`config.mk`:
```
export PLATFORM = sky130hd
export DESIGN_NAME = frame_word_bank_writer
export DESIGN_NICKNAME = d
export VERILOG_FILES = /design/src/rtl/mbo_frame_pkg.sv /design/src/rtl/frame_bank_tracker.sv /design/src/rtl/frame_word_bank_writer.sv
export SDC_FILE = /design/constraint.sdc
export NUM_CORES = 1
export LEC_CHECK = 0
export CAP_MARGIN = 0
export CELL_PAD_IN_SITES_DETAIL_PLACEMENT = 0
export CELL_PAD_IN_SITES_GLOBAL_PLACEMENT = 1
export CORE_MARGIN = 4
export CORE_UTILIZATION = 34
export DETAILED_ROUTE_END_ITERATION = 10
export PLACE_DENSITY = 0.76
export SLEW_MARGIN = 10
export SYNTH_ARGS = -nofsm -noshare
export SYNTH_HDL_FRONTEND = slang
export SYNTH_HIERARCHICAL = 1
export SYNTH_SLANG_ARGS = --single-unit
```
`constraint.sdc`:
```
create_clock -name clock -period 4.4 [get_ports clock]
set_input_delay 0.88 -clock clock [delete_from_list [all_inputs] [get_ports clock]]
set_output_delay 0.88 -clock clock [all_outputs]
set_load 0.02 [all_outputs]
```
`src/rtl/mbo_frame_pkg.sv`:
```
// Shared constants and state encoding for the parser / frame bank writer path.
// Pure declarations: no logic, no latency, no flow control.
package mbo_frame_pkg;

    localparam int WORDS_PER_FRAME = 200;
    localparam int HDR_BYTES       = 124;
    localparam int PAYLOAD_BYTES   = 400;

    typedef enum logic [1:0] {
        IDLE = 2'd0,
        FILL = 2'd1,
        DROP = 2'd2
    } frame_state_t;

    // One-hot mask selecting bank b of the ping-pong pair.
    function automatic logic [1:0] bank_mask(input logic b);
        return b ? 2'b10 : 2'b01;
    endfunction

endpackage

```
`src/rtl/frame_bank_tracker.sv`:
```
// Ping-pong bank ownership: full flags, fill-bank selection, reader release, drop counter.
// Latency: flags/bank/counter update one cycle after start/commit/release; grant is combinational.
// Backpressure: none; when both banks are full a start is refused and counted as a drop.
module frame_bank_tracker
    import mbo_frame_pkg::*;
#(
    parameter int DROP_W = 8
) (
    input  logic              clock,
    input  logic              sclr,
    input  logic              start,
    input  logic              commit,
    input  logic              filling,
    input  logic [1:0]        rd_release,
    output logic              grant,
    output logic              cur_bank,
    output logic [1:0]        bank_full,
    output logic [DROP_W-1:0] drop_count
);

    logic [1:0] rel_eff;
    logic [1:0] full_nxt;

    always_comb begin
        grant    = ~(&bank_full);
        // The bank under fill never reads as full, but guard it explicitly anyway.
        rel_eff  = rd_release & bank_full & (filling ? ~bank_mask(cur_bank) : 2'b11);
        full_nxt = (bank_full & ~rel_eff) | (commit ? bank_mask(cur_bank) : 2'b00);
    end

    always_ff @(posedge clock) begin
        if (sclr) begin
            bank_full  <= 2'b00;
            cur_bank   <= 1'b0;
            drop_count <= '0;
        end else begin
            bank_full <= full_nxt;
            if (commit) begin
                cur_bank <= ~cur_bank;
            end else if (start && bank_full[cur_bank] && !bank_full[~cur_bank]) begin
                cur_bank <= ~cur_bank;
            end
            if (start && (&bank_full) && (drop_count != {DROP_W{1'b1}})) begin
                drop_count <= drop_count + 1'b1;
            end
        end
    end

endmodule

```
`src/rtl/frame_word_bank_writer.sv`:
```
// Writes parser payload words into a 2-bank ping-pong RAM and reports committed frames (FRAME_SUM_EN adds a checksum).
// Latency: accepted word reaches the RAM port 1 cycle later; frame_done pulses 1 cycle after frame_ena falls.
// Backpressure: none; words past WORDS_PER_FRAME are dropped (overrun) and whole frames drop when both banks are full.
module frame_word_bank_writer
    import mbo_frame_pkg::*;
#(
    parameter int WORDS_PER_FRAME = mbo_frame_pkg::WORDS_PER_FRAME,
    parameter int ADDR_W          = 8,
    parameter int DROP_W          = 8
) (
    input  logic              clock,
    input  logic              sclr,
    input  logic              frame_ena,
    input  logic              word_wren,
    input  logic [15:0]       word_data,
    input  logic [1:0]        rd_release,
    output logic              ram_wren,
    output logic [ADDR_W:0]   ram_addr,
    output logic [15:0]       ram_data,
    output logic [1:0]        bank_full,
    output logic              frame_done,
    output logic              last_bank,
    output logic [ADDR_W:0]   last_len,
    output logic              overrun,
    output logic [DROP_W-1:0] drop_count,
    output logic [15:0]       frame_sum
);

    localparam logic [ADDR_W:0] WPF_L = (ADDR_W + 1)'(WORDS_PER_FRAME);

    frame_state_t    state;
    logic            ena_d;
    logic [ADDR_W:0] wcnt;
    logic [ADDR_W:0] wcnt_nxt;
    logic            rise;
    logic            fall;
    logic            start;
    logic            accept;
    logic            over;
    logic            commit;
    logic            grant;
    logic            cur_bank;

    always_comb begin
        rise     = frame_ena & ~ena_d;
        fall     = ~frame_ena & ena_d;
        start    = (state == IDLE) & rise;
        // word_wren still counts on the fall cycle so the parser's last registered word lands.
        accept   = (state == FILL) & word_wren & (wcnt < WPF_L);
        over     = (state == FILL) & word_wren & ~(wcnt < WPF_L);
        wcnt_nxt = wcnt + {{ADDR_W{1'b0}}, accept};
        commit   = (state == FILL) & fall & (wcnt_nxt != '0);
    end

    frame_bank_tracker #(
        .DROP_W(DROP_W)
    ) u_tracker (
        .clock      (clock),
        .sclr       (sclr),
        .start      (start),
        .commit     (commit),
        .filling    (state == FILL),
        .rd_release (rd_release),
        .grant      (grant),
        .cur_bank   (cur_bank),
        .bank_full  (bank_full),
        .drop_count (drop_count)
    );

    always_ff @(posedge clock) begin
        if (sclr) begin
            state      <= IDLE;
            ena_d      <= 1'b0;
            wcnt       <= '0;
            ram_wren   <= 1'b0;
            ram_addr   <= '0;
            ram_data   <= '0;
            frame_done <= 1'b0;
            last_bank  <= 1'b0;
            last_len   <= '0;
            overrun    <= 1'b0;
        end else begin
            ena_d      <= frame_ena;
            ram_wren   <= accept;
            frame_done <= commit;
            if (accept) begin
                ram_addr <= {cur_bank, wcnt[ADDR_W-1:0]};
                ram_data <= word_data;
            end
            if (commit) begin
                last_bank <= cur_bank;
                last_len  <= wcnt_nxt;
            end
            if (over) begin
                overrun <= 1'b1;
            end
            case (state)
                IDLE: begin
                    if (rise) begin
                        wcnt  <= '0;
                        state <= grant ? FILL : DROP;
                    end
                end
                FILL: begin
                    wcnt <= wcnt_nxt;
                    if (fall) begin
                        state <= IDLE;
                    end
                end
                DROP: begin
                    if (fall) begin
                        state <= IDLE;
                    end
                end
                default: state <= IDLE;
            endcase
        end
    end

`ifdef FRAME_SUM_EN
    logic [15:0] sum_acc;
    logic [15:0] sum_nxt;

    always_comb begin
        sum_nxt = sum_acc + (accept ? word_data : 16'h0000);
    end

    // frame_sum only moves on commit so the reader sees a stable value per frame.
    always_ff @(posedge clock) begin
        if (sclr) begin
            sum_acc   <= 16'h0000;
            frame_sum <= 16'h0000;
        end else begin
            if (start) begin
                sum_acc <= 16'h0000;
            end else if (state == FILL) begin
                sum_acc <= sum_nxt;
            end
            if (commit) begin
                frame_sum <= sum_nxt;
            end
        end
    end
`else
    assign frame_sum = 16'h0000;
`endif

endmodule
```
==> out/results.txt, run 1 <==
status = completed
ys flop type = dfxtp_1
Via Count = 2709
Die ar. = 0.0103 mm^2
worst hold path startpoint = ram_data[12]
post-CTS setup buffer count = 0
Min-Delay Path Depth = 2
CTS resizes = 0
DP Cell Count = 521
DRC violations left = 0
# fillers = 837
initial core utilization = 35.6%
pin count of the biggest net entering global routing = 42
Post-synth EDFFs = 0
Hold Violations, Final = 0
IR drop worst, VDD = 0.288 mV
Nets = 454
worst clock skew = 0.00875 ns
Slew HR = 27.1%
core box area = 0.00838 mm^2
ys async rst share = 0%
period utilisation layout = 80.4%
synthesis-to-finish area growth = 30.2%
hold path endpoint = ram_data[12]
Worst R2R End = last_len[8]
grt total ovfl = 0
clock sink count = 61
synthesized flop and latch total = 61
CTS Hold Buffers Added = 0
slowest cell delay on critical path = 0.44 ns
total CTS buffers = 9
IO Pins = 86
Post-Syn Area = 0.00298 mm^2
clk slew on worst S/H paths = 0.07 ns
Worst-Margin Slew = 1.08 ns
crit-path cells = or3_1, a31oi_1, nand3_2, clkinv_2, ha_1, ha_1, nand3_2, or3_1, a311o_1, o211ai_4, mux2_4
Slew Limit Fails = 0
clk buf depth = 2
number of global-route vias before repair = 2537
DIE WIDTH = 102 um
Final Power = 0.00123 W
antenna cells = 0
RSZ-0062 raised after global routing = false
critical path's slowest cell = dfxtp_1
hold slack = 0.454 ns
Yosys cell types = 62
R2R setup slack = 0.86 ns
Initial DRC Count = 95
critical path peak fanout = 13
post-route setup slack = 0.861 ns
Finish-stage setup viols = 0
Root Driver = clkbuf_8
CTS tree = yes
Yosys Warn Count = 6
Rows = 33
first-pass GRT wire length = 12.1 mm
Port-buffer cells = 69
crit path time final = 3.54 ns
final wirelength = 7.31 mm
Critical Path RT = 4.62 ns
wire per inst = 13.6 um
crit path kind = register to register
reg2reg start = wcnt[3]
max_cap viols = 0
GR Util All Layers = 14.6%
Placement Setup Slack = 0.659 ns
hpwl dp = 5.07 mm
htree depth = 3
via density per instance = 5.04
Worst R2R Path Depth = 11
layout cells sized above 1 = 7.87%
GP Congestion = 0.867
crit start category = register
crit end category = register
syn_area_per_cell = 8.17 um^2
non-filler cells in the finished layout = 537
Max Freq = 283 MHz
initial antenna violation count = 0
cells after synthesis = 365
Die Ht = 102 um
CP arrival = 3.76 ns
Seq/Total Area, Yosys = 40.9%
Worst-Skew Late Latency = 0.34 ns
ANT nets after route = 0
total power divided by cell area = 318 mW/mm^2
Fin Setup TNS = 0 ns
Pre-Repair DR Iteration Count = 4
leak pwr = 1.42 nW
Hold Path Class = register to register
-- Yosys cell counts, types with 7 or more instances --
master     n  area (um^2)
nand3_1    7         35.0
dfxtp_1   61         1220
a21oi_1   47          235
nor2_1    23         86.3
nand2_1   67          251
nor3_1     7         35.0
buf_4     20          150
inv_1      7         26.3
or3_1      7         43.8
o21ai_0   15         75.1
clkbuf_1  10         37.5
-- flip-flops by register name, indices dropped and copies added (netlist names) --
signal,cells
last_len,9
last_bank,1
state,2
ram_wren,1
wcnt,9
u_tracker/drop_count,8
ram_data,16
overrun,1
frame_done,1
u_tracker/cur_bank,1
ram_addr,9
ena_d,1
u_tracker/bank_full,2
-- power breakdown --
| part | leakage, nW | internal (W) | switching (W) |
|---|---|---|---|
| clock | 0.110 | 0.000351 | 0.000217 |
| sequential | 0.492 | 0.000559 | 0.00000386 |
| combinational | 0.814 | 0.0000395 | 0.0000634 |
| total | 1.42 | 0.000949 | 0.000284 |
-- cell families (layout without fill, tap and decap cells) --
logic type,after synthesis,after routing,share of synthesized area [%]
simple gates,147,147,24.4
compound gates,96,96,20.4
flops,61,61,40.9
buf+inv,45,97,8.60
xor+xnor,6,6,1.76
fa+ha+maj,5,5,2.10
mux,4,4,1.68
other cells,1,16,0.126
-- placed cells by master (no fill, tap or decap), types with 3 or more instances in the layout --
cell             instances
clkbuf_8                11
nor2b_1                  5
xnor2_1                  5
nand4_1                  3
a31oi_1                  3
nand3_1                  7
o211a_1                  4
ha_1                     5
a211oi_1                 4
conb_1                  16
nand2_1                 67
o311ai_0                 4
and3_1                   4
nand3_2                  3
clkdlybuf4s50_1         68
a21oi_1                 47
inv_1                    7
nor2_1                  23
dfxtp_1                 61
nor3_1                   7
o21ai_0                 15
buf_4                    3
or3_1                    7
-- area by class of cell --
| cell class | count | area [um^2] | area share (%) |
|---|---|---|---|
| clock inverters | 3 | 67.6 | 1.74 |
| flip-flops and latches | 61 | 1220 | 31.4 |
| repair buffers | 72 | 708 | 18.2 |
| inverters | 9 | 35.0 | 0.902 |
| multi-input cells | 274 | 1560 | 40.2 |
| well taps | 105 | 131 | 3.38 |
| clock buffers | 13 | 159 | 4.09 |
-- per-layer routing --
metal  vias to the layer above  wire, um  GRT usage, %
met5                         -         0             0
met4                         0        83          5.21
met1                      1225      3470          19.5
met3                         8       571          4.27
met2                        92      3190          22.4
li1                       1384         -             -
-- how the worst max path moves through the flow --
stage               startpoint  cells after the start                     end
detailed placement   word_wren                     10             last_len[8]
global placement     word_wren                     10             last_len[8]
CTS                    wcnt[3]                     11             last_len[7]
floorplan              wcnt[3]                     14             last_len[7]
global route           wcnt[3]                     14  u_tracker/bank_full[0]
finish                 wcnt[3]                     11             last_len[8]
-- critical path: cells and delay by family, from the launching register on --
kind	cells	cell delay (ns)
AOI/OAI and AO/OA	3	0.89
buffers and inverters	1	0.08
and+or+nand+nor	4	1.15
adders and majority gates	2	0.52
muxes	1	0.33
DFF	1	0.44
-- stage by stage --
step | instance area, um^2 | util, %
global route | 3880 | 46.3
global placement | 3660 | 43.6
floorplan | 3040 | -
CTS | 3880 | 46.3
detailed placement | 3660 | 43.6
finish | 3880 | 46.3
No activity file was read; power rests on OpenSTA's default activity.
==> run 2: changes to the inputs <==
clock period = 3.6 ns   (was 4.4 ns; I/O delays follow)
==> run 2 against run 1 <==
- routed wire length rose by 0.78%
- clock power increased by 5.5%
- die area did not move
- utilization is 0.12 points higher
- design area rose by 0.26%
- sequential cell count unchanged
- hold slack is essentially flat
- clock skew up 0.0022 ns
- first-iteration DRC count grew 54%
- global-route usage shrank 0.38 points
- count of clock-buffer cells in the layout shrank 2
- critical path type unchanged
- critical endpoint unchanged
==> out/results.txt, run 2 (synthesis results as in run 1) <==
post-route setup slack = 0.464 ns (-0.397 ns)
ANT nets after route = 0 (unchanged)
Slew Limit Fails = 0 (unchanged)
Initial DRC Count = 146 (+54%)
antenna cells = 0 (unchanged)
core box area = 0.00838 mm^2 (unchanged)
CTS tree = yes
CTS Hold Buffers Added = 0 (unchanged)
slowest cell delay on critical path = 0.41 ns (-0.03 ns)
Worst-Skew Late Latency = 0.34 ns (about the same)
pin count of the biggest net entering global routing = 43 (+2.4%)
htree depth = 3 (unchanged)
clk slew on worst S/H paths = 0.07 ns (about the same)
Final Power = 0.00141 W (+15%)
Root Driver = clkbuf_8
CTS resizes = 0 (unchanged)
GR Util All Layers = 14.2% (-0.38 points)
Worst-Margin Slew = 1.11 ns (+0.0287 ns)
DIE WIDTH = 102 um (unchanged)
Pre-Repair DR Iteration Count = 5 (+1)
Die Ht = 102 um (unchanged)
DRC violations left = 0 (unchanged)
Slew HR = 25.2% (-1.9 points)
CP arrival = 3.35 ns (-0.41 ns)
Critical Path RT = 3.82 ns (-0.80 ns)
Die ar. = 0.0103 mm^2 (unchanged)
Nets = 460 (+1.3%)
crit end category = register
crit path kind = register to register
number of global-route vias before repair = 2456 (-3.2%)
status = completed
GP Congestion = 0.809 (-6.7%)
leading cell type in the layout, fill and taps excluded = clkdlybuf4s50_1
final wirelength = 7.37 mm (+0.78%)
initial core utilization = 35.6% (unchanged)
initial antenna violation count = 0 (unchanged)
worst clock skew = 0.0110 ns (+0.00225 ns)
max_cap viols = 0 (unchanged)
total power divided by cell area = 363 mW/mm^2 (+14%)
crit path buf inv count = 1 (unchanged)
crit start category = register
crit-path cells = or3_1, a31oi_1, nand3_2, clkinv_2, ha_1, ha_1, nand3_2, or3_1, a311o_1, o211ai_4, mux2_4
layout cells sized above 1 = 9.13% (+1.3 points)
crit path time final = 3.14 ns (-0.403 ns)
Fin Setup TNS = 0 ns (unchanged)
grt total ovfl = 0 (unchanged)
wire per inst = 13.6 um (-0.33%)
post-CTS setup buffer count = 0 (unchanged)
commonest non-fill, non-tap cells in the layout = 68 x clkdlybuf4s50_1, 67 x nand2_1, 61 x dfxtp_1
via density per instance = 4.97 (-1.6%)
Placement Setup Slack = 0.179 ns (-0.480 ns)
Rows = 33 (unchanged)
first-pass GRT wire length = 11.8 mm (-2.1%)
clk buf depth = 2 (unchanged)
IR drop worst, VDD = 0.249 mV (-13%)
hpwl dp = 5.09 mm (+0.35%)
RSZ-0062 raised after global routing = false
Hold Path Class = register to register
clock sink count = 61 (unchanged)
Via Count = 2696 (-0.48%)
max reg flops = 16 (unchanged)
total CTS buffers = 9 (unchanged)
critical path's slowest cell = a311o_1
Finish-stage setup viols = 0 (unchanged)
Hold Violations, Final = 0 (unchanged)
leak pwr = 1.43 nW (+1.1%)
Post-Route Utilization = 46.5% (+0.12 points)
Port-buffer cells = 69 (unchanged)
family with the most delay on the worst path = simple AND/OR/NAND/NOR gates
period utilisation layout = 87.1% (+6.7 points)
Max Freq = 319 MHz (+13%)
critical path peak fanout = 13 (unchanged)
IO Pins = 86 (unchanged)
synthesis-to-finish area growth = 30.5%
Reg with most FFs = ram_data
## run 2: cell types whose count changed in the layout (fill, tap and decap cells not counted), sizes merged
cell and change:
buf +6, inv +1, bufinv -1, clkbuf -2, clkinv +2
## run 2: metal layers
layer  GRT usage (%)  wire length (um)  vias up
li1                -                 -     1392
met1            19.3              3610     1210
met2            21.4              3130       87
met3            4.06               557        7
met4            5.32                72        0
met5               0                 0        -
## run 2: cell type report
class | instances | area (um^2)
fill | 846 | 4490
multi-input combinational | 274 | 1560
sequential | 61 | 1220
timing repair buffer | 78 | 753
clock buffer | 11 | 131
tap | 105 | 131
clock inverter | 5 | 60.1
inverter | 9 | 35.0
## run 2: per-stage QoR
stage | hold WS (ns) | instances | area, um^2
finish | 0.454 | 543 | 3890
global route | 0.477 | 543 | 3890
CTS | 0.457 | 543 | 3890
detailed placement | 0.447 | 527 | 3700
global placement | 0.442 | 527 | 3700
floorplan | 0.449 | 380 | 3040
## run 2: final timing paths
check | slack [ns] | end | start | cells after the start
worst max-delay path | 0.46 | last_len[8] | wcnt[3] | 11
worst min-delay path | 0.45 | ram_data[12] | ram_data[12] | 2
worst max register to register | 0.46 | last_len[8] | wcnt[3] | 11
worst min register to register | 0.45 | ram_data[12] | ram_data[12] | 2
## run 2: tightest hold or removal path, cell delays in order (launching register included)
cell	delay [ns]
dfxtp_1	0.31
nand2_1	0.05
a21oi_1	0.05
## run 2: report_power, final
group / internal (W) / switching (W) / total (W) / leakage, nW
combinational: 0.0000493 / 0.0000777 / 0.000127 / 0.845
sequential: 0.000683 / 0.00000471 / 0.000688 / 0.492
clock: 0.000323 / 0.000275 / 0.000598 / 0.0939
total: 0.00106 / 0.000357 / 0.00141 / 1.43
